==> config.mk <==
export PLATFORM = sky130hd
export DESIGN_NAME = mem_block_mover
export DESIGN_NICKNAME = d
export VERILOG_FILES = /design/src/rtl/mem_block_mover_pkg.sv /design/src/rtl/mem_block_mover.sv
export SDC_FILE = /design/constraint.sdc
export NUM_CORES = 1
export LEC_CHECK = 0
export ABC_AREA = 1
export BUFFER_PORTS_ARGS = -buffer_cell sky130_fd_sc_hd__buf_4
export CORE_ASPECT_RATIO = 0.9
export CORE_UTILIZATION = 60
export CTS_CLUSTER_DIAMETER = 40
export DETAILED_ROUTE_END_ITERATION = 7
export GPL_TIMING_DRIVEN = 0
export PLACE_DENSITY = 0.86
export RECOVER_POWER = 100
export SETUP_SLACK_MARGIN = 0.4
export SLEW_MARGIN = 20
export SYNTH_ARGS = -nofsm -noshare
export SYNTH_HDL_FRONTEND = slang
export SYNTH_SLANG_ARGS = --single-unit
==> constraint.sdc <==
create_clock -name clk -period 2.55 [get_ports clk]
set_clock_uncertainty 0.15 [all_clocks]
set_input_delay 0.51 -clock clk [delete_from_list [all_inputs] [get_ports clk]]
set_output_delay 0.51 -clock clk [all_outputs]
set_load 0.03 [all_outputs]
==> src/rtl/mem_block_mover_pkg.sv <==
// Shared types for the block mover: FSM state encoding and operation mode.
package mem_block_mover_pkg;

    typedef enum logic [2:0] {
        StIdle = 3'd0,
        StRd   = 3'd1,
        StCap  = 3'd2,
        StWr   = 3'd3,
        StDone = 3'd4
    } state_e;

    typedef enum logic {
        ModeCopy = 1'b0,
        ModeFill = 1'b1
    } mode_e;

endpackage

==> src/rtl/mem_block_mover.sv <==
// Block copy / fill engine driving a single-port synchronous RAM with 1-cycle read latency.
// All memory-side outputs are registered and change only on clock edges.
module mem_block_mover
    import mem_block_mover_pkg::*;
#(
    parameter int unsigned WIDTH     = 8,
    parameter int unsigned ADDR_SIZE = 10
) (
    input  logic                 clk,
    input  logic                 reset,
    input  logic                 start,
    input  logic                 mode,
    input  logic [ADDR_SIZE-1:0] src,
    input  logic [ADDR_SIZE-1:0] dst,
    input  logic [ADDR_SIZE-1:0] len,
    input  logic [WIDTH-1:0]     fill_val,
    output logic                 busy,
    output logic                 done,
    output logic                 mem_cs,
    output logic                 mem_wen,
    output logic [ADDR_SIZE-1:0] mem_addr,
    output logic [WIDTH-1:0]     mem_din,
    input  logic [WIDTH-1:0]     mem_dout
);

    localparam logic [ADDR_SIZE-1:0] AddrOne = ADDR_SIZE'(1);

    state_e                 state_q;
    mode_e                  mode_q;
    logic [ADDR_SIZE-1:0]   src_ptr_q;
    logic [ADDR_SIZE-1:0]   dst_ptr_q;
    logic [ADDR_SIZE-1:0]   remaining_q;
    logic [WIDTH-1:0]       fill_q;

    // mem_din doubles as the copy data register: it is loaded from mem_dout in CAP so the
    // following WR cycle already presents the captured word.
    always_ff @(posedge clk or negedge reset) begin
        if (!reset) begin
            state_q     <= StIdle;
            mode_q      <= ModeCopy;
            src_ptr_q   <= '0;
            dst_ptr_q   <= '0;
            remaining_q <= '0;
            fill_q      <= '0;
            busy        <= 1'b0;
            done        <= 1'b0;
            mem_cs      <= 1'b0;
            mem_wen     <= 1'b0;
            mem_addr    <= '0;
            mem_din     <= '0;
        end else begin
            unique case (state_q)
                StIdle: begin
                    done <= 1'b0;
                    if (start) begin
                        mode_q      <= mode_e'(mode);
                        src_ptr_q   <= src;
                        dst_ptr_q   <= dst;
                        remaining_q <= len;
                        fill_q      <= fill_val;
                        if (len == '0) begin
                            state_q <= StDone;
                            done    <= 1'b1;
                        end else if (mode_e'(mode) == ModeCopy) begin
                            state_q  <= StRd;
                            busy     <= 1'b1;
                            mem_cs   <= 1'b1;
                            mem_wen  <= 1'b0;
                            mem_addr <= src;
                        end else begin
                            state_q  <= StWr;
                            busy     <= 1'b1;
                            mem_cs   <= 1'b1;
                            mem_wen  <= 1'b1;
                            mem_addr <= dst;
                            mem_din  <= fill_val;
                        end
                    end
                end

                StRd: begin
                    state_q <= StCap;
                    mem_cs  <= 1'b0;
                    mem_wen <= 1'b0;
                end

                StCap: begin
                    state_q  <= StWr;
                    mem_cs   <= 1'b1;
                    mem_wen  <= 1'b1;
                    mem_addr <= dst_ptr_q;
                    mem_din  <= mem_dout;
                end

                StWr: begin
                    src_ptr_q   <= src_ptr_q + AddrOne;
                    dst_ptr_q   <= dst_ptr_q + AddrOne;
                    remaining_q <= remaining_q - AddrOne;
                    if (remaining_q == AddrOne) begin
                        state_q <= StDone;
                        busy    <= 1'b0;
                        done    <= 1'b1;
                        mem_cs  <= 1'b0;
                        mem_wen <= 1'b0;
                    end else if (mode_q == ModeCopy) begin
                        state_q  <= StRd;
                        mem_cs   <= 1'b1;
                        mem_wen  <= 1'b0;
                        mem_addr <= src_ptr_q + AddrOne;
                    end else begin
                        state_q  <= StWr;
                        mem_cs   <= 1'b1;
                        mem_wen  <= 1'b1;
                        mem_addr <= dst_ptr_q + AddrOne;
                        mem_din  <= fill_q;
                    end
                end

                StDone: begin
                    state_q <= StIdle;
                    done    <= 1'b0;
                end

                default: begin
                    state_q <= StIdle;
                    busy    <= 1'b0;
                    done    <= 1'b0;
                    mem_cs  <= 1'b0;
                    mem_wen <= 1'b0;
                end
            endcase
        end
    end

endmodule

# Word level (Yosys, flattened, before mapping)
# Index checks and enable logic that the tools add are counted.
classes:
  n_addsub: 3
  reduce_logical: 13
  n_mux: 40
  n_bitwise: 3
  n_eq_ne: 11
ops:
  columns: ["cell", "count"]
  rows:
  - ["10-bit 2-to-1 mux", 8]
  - ["10-bit one-hot mux with 2 select lines", 3]
  - ["8-bit 2-to-1 mux", 5]
  - ["10-bit one-hot mux with 3 select lines", 1]
  - ["8-bit one-hot mux with 3 select lines", 1]
  - ["10-bit by 1-bit adder with 10-bit output (second input constant)", 2]
  - ["1-bit 2-to-1 mux", 12]
  - ["2-bit inequality test (second input constant)", 6]
  - ["3-bit one-hot mux with 4 select lines", 1]
  - ["10-bit by 1-bit == test with 1-bit output (second input constant)", 1]
  - ["10-bit logical NOT", 1]
  - ["10-bit by 1-bit subtractor with 10-bit output (second input constant)", 1]
  - ["3-bit 2-to-1 mux", 3]
  - ["1-bit one-hot mux with 4 select lines", 2]
  - ["4-bit AND reduction", 2]
  - ["3-bit by 2-bit == test with 1-bit output (second input constant)", 2]
  - ["1-bit one-hot mux with 3 select lines", 2]
  - ["2-bit AND reduction", 3]
  - ["6-bit AND reduction", 1]
  - ["2-bit 2-to-1 mux", 2]
  - ["3-bit by 1-bit == test with 1-bit output (second input constant)", 1]
  - ["3-bit == test (second input constant)", 1]
  - ["3-bit logical NOT", 1]
  - ["1-bit inverter", 3]
  - ["5 further kinds", 5]
totals:
  inputBits: 50
  word_cells: 82
  register_bits: 64
  output_inout_bits: 22

# Depth between registers and ports, before layout
# Gate-level depths: netlist (run 1).
depth:
  depth_word: 4
  mapped_depth: 10

# Worst setup path before layout (run 1)
# Ideal clock, no wire load.
synth_path:
  path_type: "input to register"
  startpoint: "input port mode"
  endpoint: "register mem_addr[4]"
  setup_time_ns: 0.117
  setup_slack_ns: 0.766
  t_arrival_ns: 1.517
  path_buffers: 2
  path_stages: 9
  cell_sequence: "clkbuf_1 -> clkbuf_1 -> nand2_1 -> o211ai_1 -> o21ai_0 -> a21oi_1 -> nand2_1 -> nand2_1 -> nand2_1"
synth_between:
  elab_chain_len: 4
synth_lines:
  columns: ["item", "line_no", "text"]
  rows:
  - ["start: declaration", "mem_block_mover.sv:12", "input logic mode,"]
  - ["10-bit 2-to-1 mux", "mem_block_mover.sv:64", "end else if (mode_e'(mode) == ModeCopy) begin"]
  - ["10-bit 2-to-1 mux", "mem_block_mover.sv:61", "if (len == '0) begin"]
  - ["10-bit 2-to-1 mux", "mem_block_mover.sv:55", "if (start) begin"]
  - ["10-bit one-hot mux with 3 select lines", "mem_block_mover.sv:52", "unique case (state_q)"]
  - ["end signal: assignment", "mem_block_mover.sv:69", "mem_addr <= src;"]
  - ["end signal: assignment", "mem_block_mover.sv:75", "mem_addr <= dst;"]
  - ["end signal: assignment", "mem_block_mover.sv:91", "mem_addr <= dst_ptr_q;"]
  - ["end: declaration", "mem_block_mover.sv:21", "output logic [ADDR_SIZE-1:0] mem_addr,"]
# Every way passes these cells. The select of a mux whose other input is x is not followed.
# A chain may end at the register's enable or synchronous reset.

# Worst setup path after layout (run 1)
layout_path:
  startpoint: "register state_q[2]"
  endpoint: "register mem_wen"
layout_between:
  elab_chain_len: 3
  elab_cells_between_ends: 9
  cone_classes: "eq/ne (5); mux (1); bitwise (1); reduce/logical (2)"
layout_lines:
  columns: ["item", "line_no", "text"]
  rows:
  - ["start: declaration", "mem_block_mover.sv:28", "state_e state_q;"]
  - ["start signal: assignment", "mem_block_mover.sv:39", "state_q <= StIdle;"]
  - ["start signal: assignment", "mem_block_mover.sv:62", "state_q <= StDone;"]
  - ["start signal: assignment", "mem_block_mover.sv:65", "state_q <= StRd;"]
  - ["3-bit logical NOT / 3-bit == test (equally long branches)", "mem_block_mover.sv:52", null]
  - ["2-bit inequality test (no line) / 1-bit inverter (equally long branches)", null, null]
  - ["3-bit AND reduction (no line)", null, null]
  - ["end signal: assignment", "mem_block_mover.sv:48", "mem_wen <= 1'b0;"]
  - ["end signal: assignment", "mem_block_mover.sv:68", "mem_wen <= 1'b0;"]
  - ["end signal: assignment", "mem_block_mover.sv:74", "mem_wen <= 1'b1;"]
  - ["end: declaration", "mem_block_mover.sv:20", "output logic mem_wen,"]
# Several ways; a longest one is shown, not always the timed one.

==> results of run 1 <==
-- path summary, 6_finish.rpt --
check	startpoint	to	slack [ns]	depth (start not counted)
max in group asynchronous	reset	fill_q[0]	0.85	1
max	state_q[2]	mem_wen	0.35	7
max reg2reg	state_q[2]	mem_wen	0.35	7
min in group asynchronous	reset	src_ptr_q[5]	0.43	1
min	src[5]	src_ptr_q[5]	0.24	3
min reg2reg	mem_cs	mem_cs	0.32	2
-- power groups by stage --
stage | clock network [mW] | registers, mW | logic [mW]
floorplan | 0 | 2.16 | 2.19
global placement | 0 | 1.90 | 3.47
detailed placement | 0 | 1.92 | 3.56
CTS | 0.766 | 1.91 | 3.57
global route | 0.814 | 1.98 | 3.87
finish | 0.760 | 1.92 | 3.50
-- layout by cell type (no fill, tap or decap), types with 3 or more instances in the layout --
cell type | netlist | routed
nor2_1 | 52 | 52
buf_2 | 8 | 5
o211ai_1 | 21 | 21
ha_1 | 4 | 4
xor2_1 | 7 | 7
nand3_1 | 34 | 35
inv_2 | 12 | 9
buf_4 | 2 | 50
nor2_2 | 4 | 3
nand4_1 | 9 | 9
dfrtp_1 | 64 | 64
a21oi_1 | 16 | 16
o221ai_1 | 9 | 9
clkbuf_2 | 0 | 3
o21ai_0 | 19 | 20
clkbuf_8 | 0 | 10
nand2_1 | 176 | 176
inv_1 | 64 | 66
o21ai_1 | 14 | 13
nor3_1 | 3 | 3
o22ai_1 | 8 | 8
clkbuf_1 | 5 | 33
-- stage by stage --
stage                     area, µm²   util  power (mW)  worst slack, ns
final                          4620  0.744        6.17            0.346
after global routing           4620  0.744        6.66            0.179
after detailed placement       4540  0.730        5.48            0.280
after floorplan                3910      -        4.35            0.766
after global placement         4540  0.730        5.37            0.301
after CTS                      4710  0.757        6.25            0.469
-- sequential cells by signal, summed over array words and instances, names as in the netlist --
signal and cells:
src_ptr_q 10, mem_din 8, mem_wen 1, mem_addr 10, remaining_q 10, busy 1, dst_ptr_q 10, state_q 3
fill_q 8, done 1, mem_cs 1, mode_q 1
-- logic make-up after synthesis --
| logic type | after synthesis | share of synthesized area |
|---|---|---|
| AOI/OAI and AO/OA | 93 | 0.148 |
| xor gates and xnor gates | 7 | 0.0157 |
| adders and majority gates | 4 | 0.0128 |
| buffers and inverters | 93 | 0.0958 |
| DFF | 64 | 0.410 |
| and+or+nand+nor | 289 | 0.318 |
-- metal layers --
layer	share of wire	global-route usage	up-vias
met5	0	0	-
met4	0.019	0.125	0
met3	0.096	0.0999	26
met2	0.46	0.546	219
met1	0.43	0.492	1903
li1	-	-	1955
-- repair_timing --
| item | 4_1_cts | 5_1_grt |
|---|---|---|
| setup endpoints to repair | 0 | 13 |
| gates resized for setup | 0 | 3 |
| buffers inserted | 0 | 2 |
-- critical path, cell delays in order, from the launching register on --
cell and delay [ns]:
dfrtp_1 0.49, nor2_8 0.26, nand2_4 0.14, inv_1 0.21
nand3_4 0.13, nand3_1 0.33, buf_4 0.25, o21ai_0 0.10
-- cell type report --
type	instances	area, µm²	share of cell area
multi-input cells	393	1920	0.416
plain buffers	17	83.8	0.0181
inverters	76	285	0.0617
clock buffers	13	149	0.0322
clock inverters	3	17.5	0.00379
flip-flops and latches	64	1600	0.346
repair buffers	72	455	0.0985
well taps	87	109	0.0235
==> impl_results.md, run 1 <==
* RSZ-0062 raised after global routing: true
* NetSw at 3.19 mW
* Total nets after synthesis at 604
* Core footprint at 6220 µm²
* Ys Warns at 0
* # fillers at 554
* Distinct cell type count after synthesis at 37
* Synth top area share at 0.410
* Sw Ratio at 0.517
* Outcome: finished, violations left
* Synth async-reset ratio at 1.00
* Clk pwr share at 0.123
* DRT Pass-1 Iters at 5
* Cell Count, Final, Fillers Out at 725
* First-pass GRT wire length at 18500 µm
* Setup tns final at 0 ns
* GRT Total Usage at 0.360
* TritonCTS Buffers at 9
* Crit path time final at 2.20 ns
* Total grt overflow at 0
* Pint at 2.98 mW
* Final period utilization at 0.864
* Seq/Total Area, Yosys at 0.410
* Port buffer count at 70
* Die Y at 78.5 µm
* Crit-path max FO at 10
* Worst-margin pin slew at 1.63 ns
* H-tree levels at 3
* Wire per inst at 15.9 µm
* 1st-iter DRT viols at 380
* CP required at 2.60 ns
* Comb power frac at 0.566
* Vias at 4103
* Via density at 5.66
* Reg clk slew, reported paths at 0.07 ns
* Ratio of cells with drive above 1 in the final layout at 0.144
* Crit path launch type: flop
* Cts hold-fix bufs at 0
* Max-slew violation count at 65
* Gpl congestion at 0.931
* Synth top cells by count: 176 x nand2_1, 64 x dfrtp_1, 64 x inv_1, 52 x nor2_1, 34 x nand3_1
* Register share of total power at 0.310
* Post-synthesis register bit count at 64
* Clk_lat worst skew at 0.34 ns
* CP endpoint kind: flop
* Final WL at 11600 µm
* Largest net degree at the start of global routing at 65
* Layout Nets at 687
* Final Hold Vio Count at 0
* Synth top area cells: dfrtp_1 41%, nand2_1 17%, inv_1 6.1%, nor2_1 5.0%, nand3_1 4.4%
* Post-synth top area cell: dfrtp_1
* Vias in the first global route at 3795
* Most frequent cell after synthesis: nand2_1
* Post-Place Cells at 707
* Sink Count at 64
* CTS Root Cell: clkbuf_8
* DP HPWL at 8440 µm
* WS Path Type: reg -> reg
* Static Leak at 2.34 nW
* Clk buf depth at 2
* Post-route DRC at 0
* Post-route ant nets at 0
* Die area at 6840 µm²
* Violated checks: max-capacitance violations, max-slew violations
* Antenna Cells at 0
* Top FF cell, synth: dfrtp_1
* Max Freq at 454 MHz
* Synth Area per Inst at 7.10 µm²
* Area Growth Syn to Fin at 18.4%
* Post-Syn Instances at 550
* Initial Util at 0.628
* Die width at 87.1 µm
* Worst Path Arrival at 2.25 ns
* FP Rows at 27
* Setup violations, final at 0
* Number of flops mapped to enable cells by yosys at 0
* Hold Crit Class: in -> reg
* Number of max-cap violations at 1
* VDD IR max at 764 µV
* Boundary Pins at 72
* CTS tree: built
* Max-slew headroom at -0.0876
* Hold Slack at 0.243 ns
* Initial antenna violation count at 0
* Mapped cell area at 3910 µm²
* Pwr dens at 1340 nW/µm²
No activity file was read; power rests on OpenSTA's default activity.
==> run 2, diff against run 1 <==
Settings changed: ABC_AREA 1 to default, CORE_UTILIZATION 60 to 51, PLACE_DENSITY 0.86 to 0.78.
Clock period 2.55 ns to 1.8 ns, I/O delays scaled along.
==> run 2 against run 1 <==
Effect of this change:
- the flow finishes with violations (max-capacitance violations, max-slew violations, negative setup slack)
- synthesized cell count down 22%
- register-to-register slack worse by 0.85 ns
- sequential share of layout area down 8.6 points
- critical endpoint is now mem_addr[5]
==> impl_results.md, run 2 <==
* Die Y at 85.4 µm (+8.7%)
* Violated checks: max-capacitance violations, max-slew violations, negative setup slack
* Setup tns final at -15.30 ns (-15.30 ns)
* Seq/Total Area, Yosys at 0.406 (-0.00352)
* DP HPWL at 7780 µm (-7.8%)
* Post-synthesis register bit count at 64 (unchanged)
* Clk_lat worst skew at 0.36 ns (+0.02 ns)
* Vias in the first global route at 4164 (+9.7%)
* Boundary Pins at 72 (unchanged)
* Hold depth at 3 (unchanged)
* R2R Path End: mem_addr[5]
* FP Rows at 30 (+11%)
* CP required at 1.94 ns (-0.66 ns)
* Worst path cell trace: buf_2 -> nand3_1 -> clkbuf_2 -> nor4_1 -> o21ai_0 -> a22oi_1 -> o22a_1
* Most frequent cell after synthesis: nand2_1
* Hold Crit Class: in -> reg
* CTS tree: built
* Synth top area cells: dfrtp_1 41%, nand2_1 6.2%, mux2i_1 5.3%, mux2_4 3.8%, o21ai_0 3.8%
* Post-Syn Instances at 427 (-22%)
* Ys Warns at 0 (unchanged)
* Max Freq at 434 MHz (-4.4%)
* Most frequent cells in the layout: 94 x buf_4, 61 x dfrtp_1, 45 x nand2_1, 27 x buf_6, 26 x nor2_1
* Post-synthesis mux area share at 0.0943 (+0.0943)
* Antenna Cells at 0 (unchanged)
* Simple-gate share of the synthesized area at 0.209 (-0.109)
* Number of max-cap violations at 1 (unchanged)
* Synth async-reset ratio at 1.00 (unchanged)
* Worst setup margin at -0.504 ns (-0.851 ns)
* Reg clk slew, reported paths at 0.07 ns (about the same)
* WS Path Type: reg -> reg
* First-pass GRT wire length at 21600 µm (+16%)
* Distinct cell type count after synthesis at 68 (+84%)
* Crit-path max FO at 10 (unchanged)
* CTS Root Cell: clkbuf_8
* Synth top area share at 0.406 (-0.00352)
* Post-synthesis compound-gate area fraction at 0.192 (+0.0441)
* Worst Path Arrival at 2.44 ns (+0.19 ns)
* Main combinational cell family by area after synthesis: simple AND/OR/NAND/NOR gates
* RSZ-0062 raised after global routing: true
* Ratio of cells with drive above 1 in the final layout at 0.469 (+0.324)
* Area Growth Syn to Fin at 56.8%
* Die area at 8080 µm² (+18%)
* Vias at 4699 (+15%)
* Port buffer count at 69 (-1.4%)
* Final WL at 17200 µm (+49%)
* CP endpoint kind: flop
* Synth Area per Inst at 9.23 µm² (+30%)
* H-tree levels at 3 (unchanged)
* GRT Total Usage at 0.353 (-0.00610)
* Outcome: finished, violations left
* Adder-Cell Fraction of Synth Area at 0.0127 (-0.000110)
* Sink Count at 64 (unchanged)
* Final Hold Vio Count at 0 (unchanged)
* Most common cell after layout, fill and taps aside: buf_4
* Total power at 12.7 mW (+110%)
* Top FF cell, synth: dfrtp_1
* Total grt overflow at 0 (unchanged)
* Layout Nets at 640 (-6.8%)
* Static Leak at 2.77 nW (+18%)
* Initial Util at 0.525 (-0.104)
* Worst-margin pin slew at 1.52 ns (-0.111 ns)
* Hold Path Origin: fill_val[2]
* Critical path startpoint: dst_ptr_q[2]
* DRT Pass-1 Iters at 7 (+2)
* FF-to-FF setup slack at -0.50 ns (-0.85 ns)
* Mapped cell area at 3940 µm² (+0.86%)
* Max-slew violation count at 65 (unchanged)
* Worst r2r src: dst_ptr_q[2]
* Max-slew headroom at -0.0138 (+0.0738)
* Post-synth top area cell: dfrtp_1
* Synth top cells by count: 65 x nand2_1, 64 x dfrtp_1, 35 x nor2_1, 30 x o21ai_0, 21 x mux2i_1
* Post-Synth XOR/XNOR Area at 0.0267 (+0.0110)
* Initial antenna violation count at 0 (unchanged)
* Post-route DRC at 0 (unchanged)
* Crit path launch type: flop
* CP max stage cell: nor4_1
* Largest net degree at the start of global routing at 65 (unchanged)
* WHS Endpoint: fill_q[2]
* Via density at 6.84 (+21%)
* Die width at 94.7 µm (+8.7%)
* Post-route ant nets at 0 (unchanged)
* Core footprint at 7510 µm² (+21%)
* Pwr dens at 2050 nW/µm² (+54%)
* Gpl congestion at 0.939 (+0.77%)
* CP max stage delay at 0.41 ns (-0.08 ns)
* Number of flops mapped to enable cells by yosys at 0 (unchanged)
* Crit path time final at 2.30 ns (+0.101 ns)
* Wire per inst at 25.1 µm (+57%)
* Total nets after synthesis at 481 (-20%)
* 1st-iter DRT viols at 537 (+41%)
* Final period utilization at 1.28 (+0.416)
* R2R cell count at 7 (unchanged)
* Clk buf depth at 2 (unchanged)
* Setup violations, final at 64 (+64)
* VDD IR max at 1160 µV (+51%)
* TritonCTS Buffers at 9 (unchanged)
[run 2: cell types whose count changed in the layout (fill, tap and decap cells not counted), sizes merged, moves of 12 or more]
cell	change
o211ai	-18
nand2	-112
a221o	+14
buf	+87
inv	-67
nor2	-22
nor4	+12
mux2i	+21
nand3	-25
[run 2: worst max-delay path, delay by kind of cell (launching register included)]
| family | cells | cell delay (ns) |
|---|---|---|
| AOI/OAI and AO/OA | 3 | 0.68 |
| and+or+nand+nor | 2 | 0.60 |
| buffers and inverters | 2 | 0.47 |
| DFF | 1 | 0.34 |
[run 2: worst max path at each step]
stage                   to  slack (ns)
2_1_floorplan   mem_din[0]       -0.09
4_1_cts        mem_addr[5]       -0.24
3_3_place_gp   mem_addr[1]       -0.34
3_5_place_dp   mem_addr[0]       -0.36
5_1_grt        mem_addr[4]       -0.45
6_report       mem_addr[5]       -0.50
[run 2: per-stage QoR]
stage | instances | setup slack (ns) | hold slack, ns | cell area (µm²) | utilization
CTS | 662 | -0.240 | 0.000638 | 5830 | 0.777
detailed placement | 592 | -0.359 | 0.318 | 4760 | 0.635
floorplan | 427 | -0.0889 | -0.0856 | 4130 | -
global placement | 592 | -0.344 | 0.308 | 4760 | 0.635
finish | 687 | -0.504 | 0.0694 | 6180 | 0.823
global route | 687 | -0.454 | 0.0638 | 6180 | 0.823
[run 2: layout make-up]
class | count | area (µm²)
clock inverter | 5 | 80.1
inverter | 9 | 37.5
fill | 379 | 1330
timing repair buffer | 148 | 1230
sequential | 64 | 1610
multi-input combinational | 319 | 2570
tap | 96 | 120
buffer | 35 | 393
clock buffer | 11 | 141
[run 2: cell families (layout without fill, tap and decap cells)]
kind of cell    Yosys count  after routing
simple gates            162            162
compound gates          109            109
flops                    64             64
buf+inv                  44            208
mux                      32             32
xor+xnor                 12             12
fa+ha+maj                 4              4
[run 2: what timing repair did]
item	4_1_cts	5_1_grt
hold buffers	0	0
cloned	6	1
buffers inserted	48	24
pin swaps	28	28
hold endpoints to repair	0	0
setup endpoints to repair	84	86
resized for setup	95	78
[run 2: routing by layer]
layer	share of wire	GRT usage	up-vias
met5	0	0	-
met4	0.078	0.165	0
met3	0.12	0.0789	151
met2	0.44	0.547	449
met1	0.36	0.468	2217
li1	-	-	1882
[run 2: report_power, final]
part / switching (mW) / leakage (nW) / internal, mW
Sequential: 0.698 / 0.774 / 2.12
Clock: 0.631 / 0.106 / 0.816
Combinational: 4.49 / 1.89 / 3.92
Total: 5.82 / 2.77 / 6.86
==> run 3, diff against run 2 <==
Settings changed: PLACE_DENSITY 0.78 to 0.77.
==> run 3 against run 2 <==
Effect of this change:
- the run still ends with max-capacitance violations, max-slew violations, negative setup slack left
- worst setup slack better by 0.19 ns
- via count is 4.4% lower
- first-iteration DRC count is 13% higher
- power is 7.6% lower
- sequential power hardly changed
- cell area is 4.6% lower
- combinational power is 9.0% lower
- wire length is 8.9% lower
- die area stayed put
- non-clock buffer count is 8 lower
- global-route usage is 1.0 points lower
==> impl_results.md, run 3 (synthesis gave the netlist of run 2 again) <==
* Number of max-cap violations at 1 (unchanged)
* Violated checks: max-capacitance violations, max-slew violations, negative setup slack
* Crit path time final at 2.12 ns (-0.186 ns)
* Most common cell after layout, fill and taps aside: buf_4
* Clk_lat worst skew at 0.36 ns (about the same)
* Max Freq at 472 MHz (+8.8%)
* Crit path launch type: flop
* H-tree levels at 3 (unchanged)
* Largest net degree at the start of global routing at 65 (unchanged)
* Sw Ratio at 0.462 (+0.00303)
* Setup violations, final at 63 (-1.6%)
* Total power at 11.7 mW (-7.6%)
* Die Y at 85.4 µm (unchanged)
* Outcome: finished, violations left
* Pint at 6.30 mW (-8.1%)
* R2R cell count at 5 (-2)
* Hold Crit Class: in -> reg
* Ratio of cells with drive above 1 in the final layout at 0.435 (-0.0340)
* VDD IR max at 1140 µV (-1.3%)
* GRT Total Usage at 0.343 (-0.0105)
* Antenna Cells at 0 (unchanged)
* First-pass GRT wire length at 20900 µm (-3.2%)
* Area Growth Syn to Fin at 49.5%
* CTS tree: built
* TritonCTS Buffers at 9 (unchanged)
* Max-slew violation count at 65 (unchanged)
* Max-slew headroom at -0.0166 (-0.00278)
* FP Rows at 30 (unchanged)
* Register share of total power at 0.239 (+0.016)
* CTS Root Cell: clkbuf_8
* DRT Pass-1 Iters at 5 (-2)
* Boundary Pins at 72 (unchanged)
* Final WL at 15700 µm (-8.9%)
* Initial Util at 0.525 (unchanged)
* NetSw at 5.41 mW (-7.0%)
* Gpl congestion at 0.934 (-0.47%)
* Total grt overflow at 0 (unchanged)
* Hold depth at 3 (unchanged)
* Initial antenna violation count at 0 (unchanged)
* Clk pwr share at 0.108 (-0.006)
* Final Hold Vio Count at 0 (unchanged)
* Core footprint at 7510 µm² (unchanged)
* Vias at 4493 (-4.4%)
* CP required at 1.90 ns (-0.04 ns)
* Post-route ant nets at 0 (unchanged)
* Crit-path max FO at 5 (-5)
* Pwr dens at 1990 nW/µm² (-3.1%)
* Die width at 94.7 µm (unchanged)
* Final period utilization at 1.18 (-0.104)
* RSZ-0062 raised after global routing: true
* CP endpoint kind: flop
* Reg clk slew, reported paths at 0.08 ns (about the same)
* Vias in the first global route at 4137 (-0.65%)
* Worst Path Arrival at 2.21 ns (-0.23 ns)
* DP HPWL at 8030 µm (+3.3%)
* Post-route DRC at 0 (unchanged)
* FF-to-FF setup slack at -0.32 ns (+0.19 ns)
* Static Leak at 2.66 nW (-3.8%)
* 1st-iter DRT viols at 608 (+13%)
* WS Path Type: reg -> reg
* Hold Slack at 0.0598 ns (-0.00957 ns)
* Sink Count at 64 (unchanged)
* Layout Nets at 632 (-1.3%)
* Comb power frac at 0.653 (-0.010)
* Die area at 8080 µm² (unchanged)
* Worst-margin pin slew at 1.52 ns (+0.00417 ns)
* Clk buf depth at 2 (unchanged)
* Most frequent cells in the layout: 96 x buf_4, 62 x dfrtp_1, 45 x nand2_1, 26 x nor2_1, 25 x clkbuf_1
* Port buffer count at 69 (unchanged)
* Worst setup margin at -0.318 ns (+0.186 ns)
* Via density at 6.63 (-3.1%)
* Wire per inst at 23.2 µm (-7.7%)
## run 3: cell count changes in the layout (fill, tap and decap cells not counted), sizes merged
cell	delta
buf	-10
bufbuf	-1
bufinv	-1
clkbuf	+3
clkinv	+2
clkinvlp	-2
## run 3: layout make-up
cell class / count / area, µm²
well taps: 96 / 120
plain buffers: 35 / 350
clock inverters: 4 / 45.0
multi-input cells: 319 / 2480
inverters: 9 / 37.5
repair buffers: 140 / 1110
flip-flops and latches: 64 / 1600
fillers: 455 / 1620
clock buffers: 11 / 141
## run 3: per-stage QoR
stage                util  TNS [ns]  std cells  setup WS (ns)  area (µm²)
floorplan               -     -1.74        427        -0.0889        4130
global placement    0.635     -8.39        592         -0.344        4760
detailed placement  0.635     -9.45        592         -0.349        4760
CTS                 0.771     -6.82        663         -0.230        5790
global route        0.785    -13.86        678         -0.362        5890
finish              0.785    -11.64        678         -0.318        5890
## run 3: path summary, 6_finish.rpt
kind | endpoint | from
worst max-delay path | mem_addr[1] | remaining_q[3]
worst min-delay path | fill_q[1] | fill_val[1]
worst max register to register | mem_addr[1] | remaining_q[3]
worst min register to register | fill_q[1] | fill_q[1]
min in group asynchronous | state_q[0] | reset
max in group asynchronous | remaining_q[4] | reset
## run 3: per-layer routing
layer | wire [µm] | part of all wire | vias up | global-route usage
met2 | 7210 | 0.46 | 377 | 0.526
met4 | 963 | 0.061 | 0 | 0.154
met5 | 0 | 0 | - | 0
li1 | - | - | 1866 | -
met3 | 1740 | 0.11 | 130 | 0.0941
met1 | 5800 | 0.37 | 2120 | 0.450
## run 3: worst max-delay path: stages (launching register included)
cell,delay [ns]
dfrtp_1,0.49
nor4b_4,0.35
nand4b_1,0.23
a32o_2,0.33
buf_8,0.16
mux2_4,0.29
## run 3: what timing repair did
item,in CTS,in global routing
gates cloned,4,1
pin swaps,21,36
endpoints found under the hold margin,51,0
resized for setup,88,48
setup endpoints to repair,86,86
buffers inserted,52,14
## run 3: power by group through the flow
stage | Clock [mW] | Combinational [mW] | Sequential [mW]
after floorplan | 0 | 3.50 | 3.07
after global placement | 0 | 5.24 | 2.69
after detailed placement | 0 | 5.37 | 2.73
after CTS | 1.25 | 6.99 | 2.74
after global routing | 1.33 | 7.99 | 2.83
final | 1.27 | 7.65 | 2.79
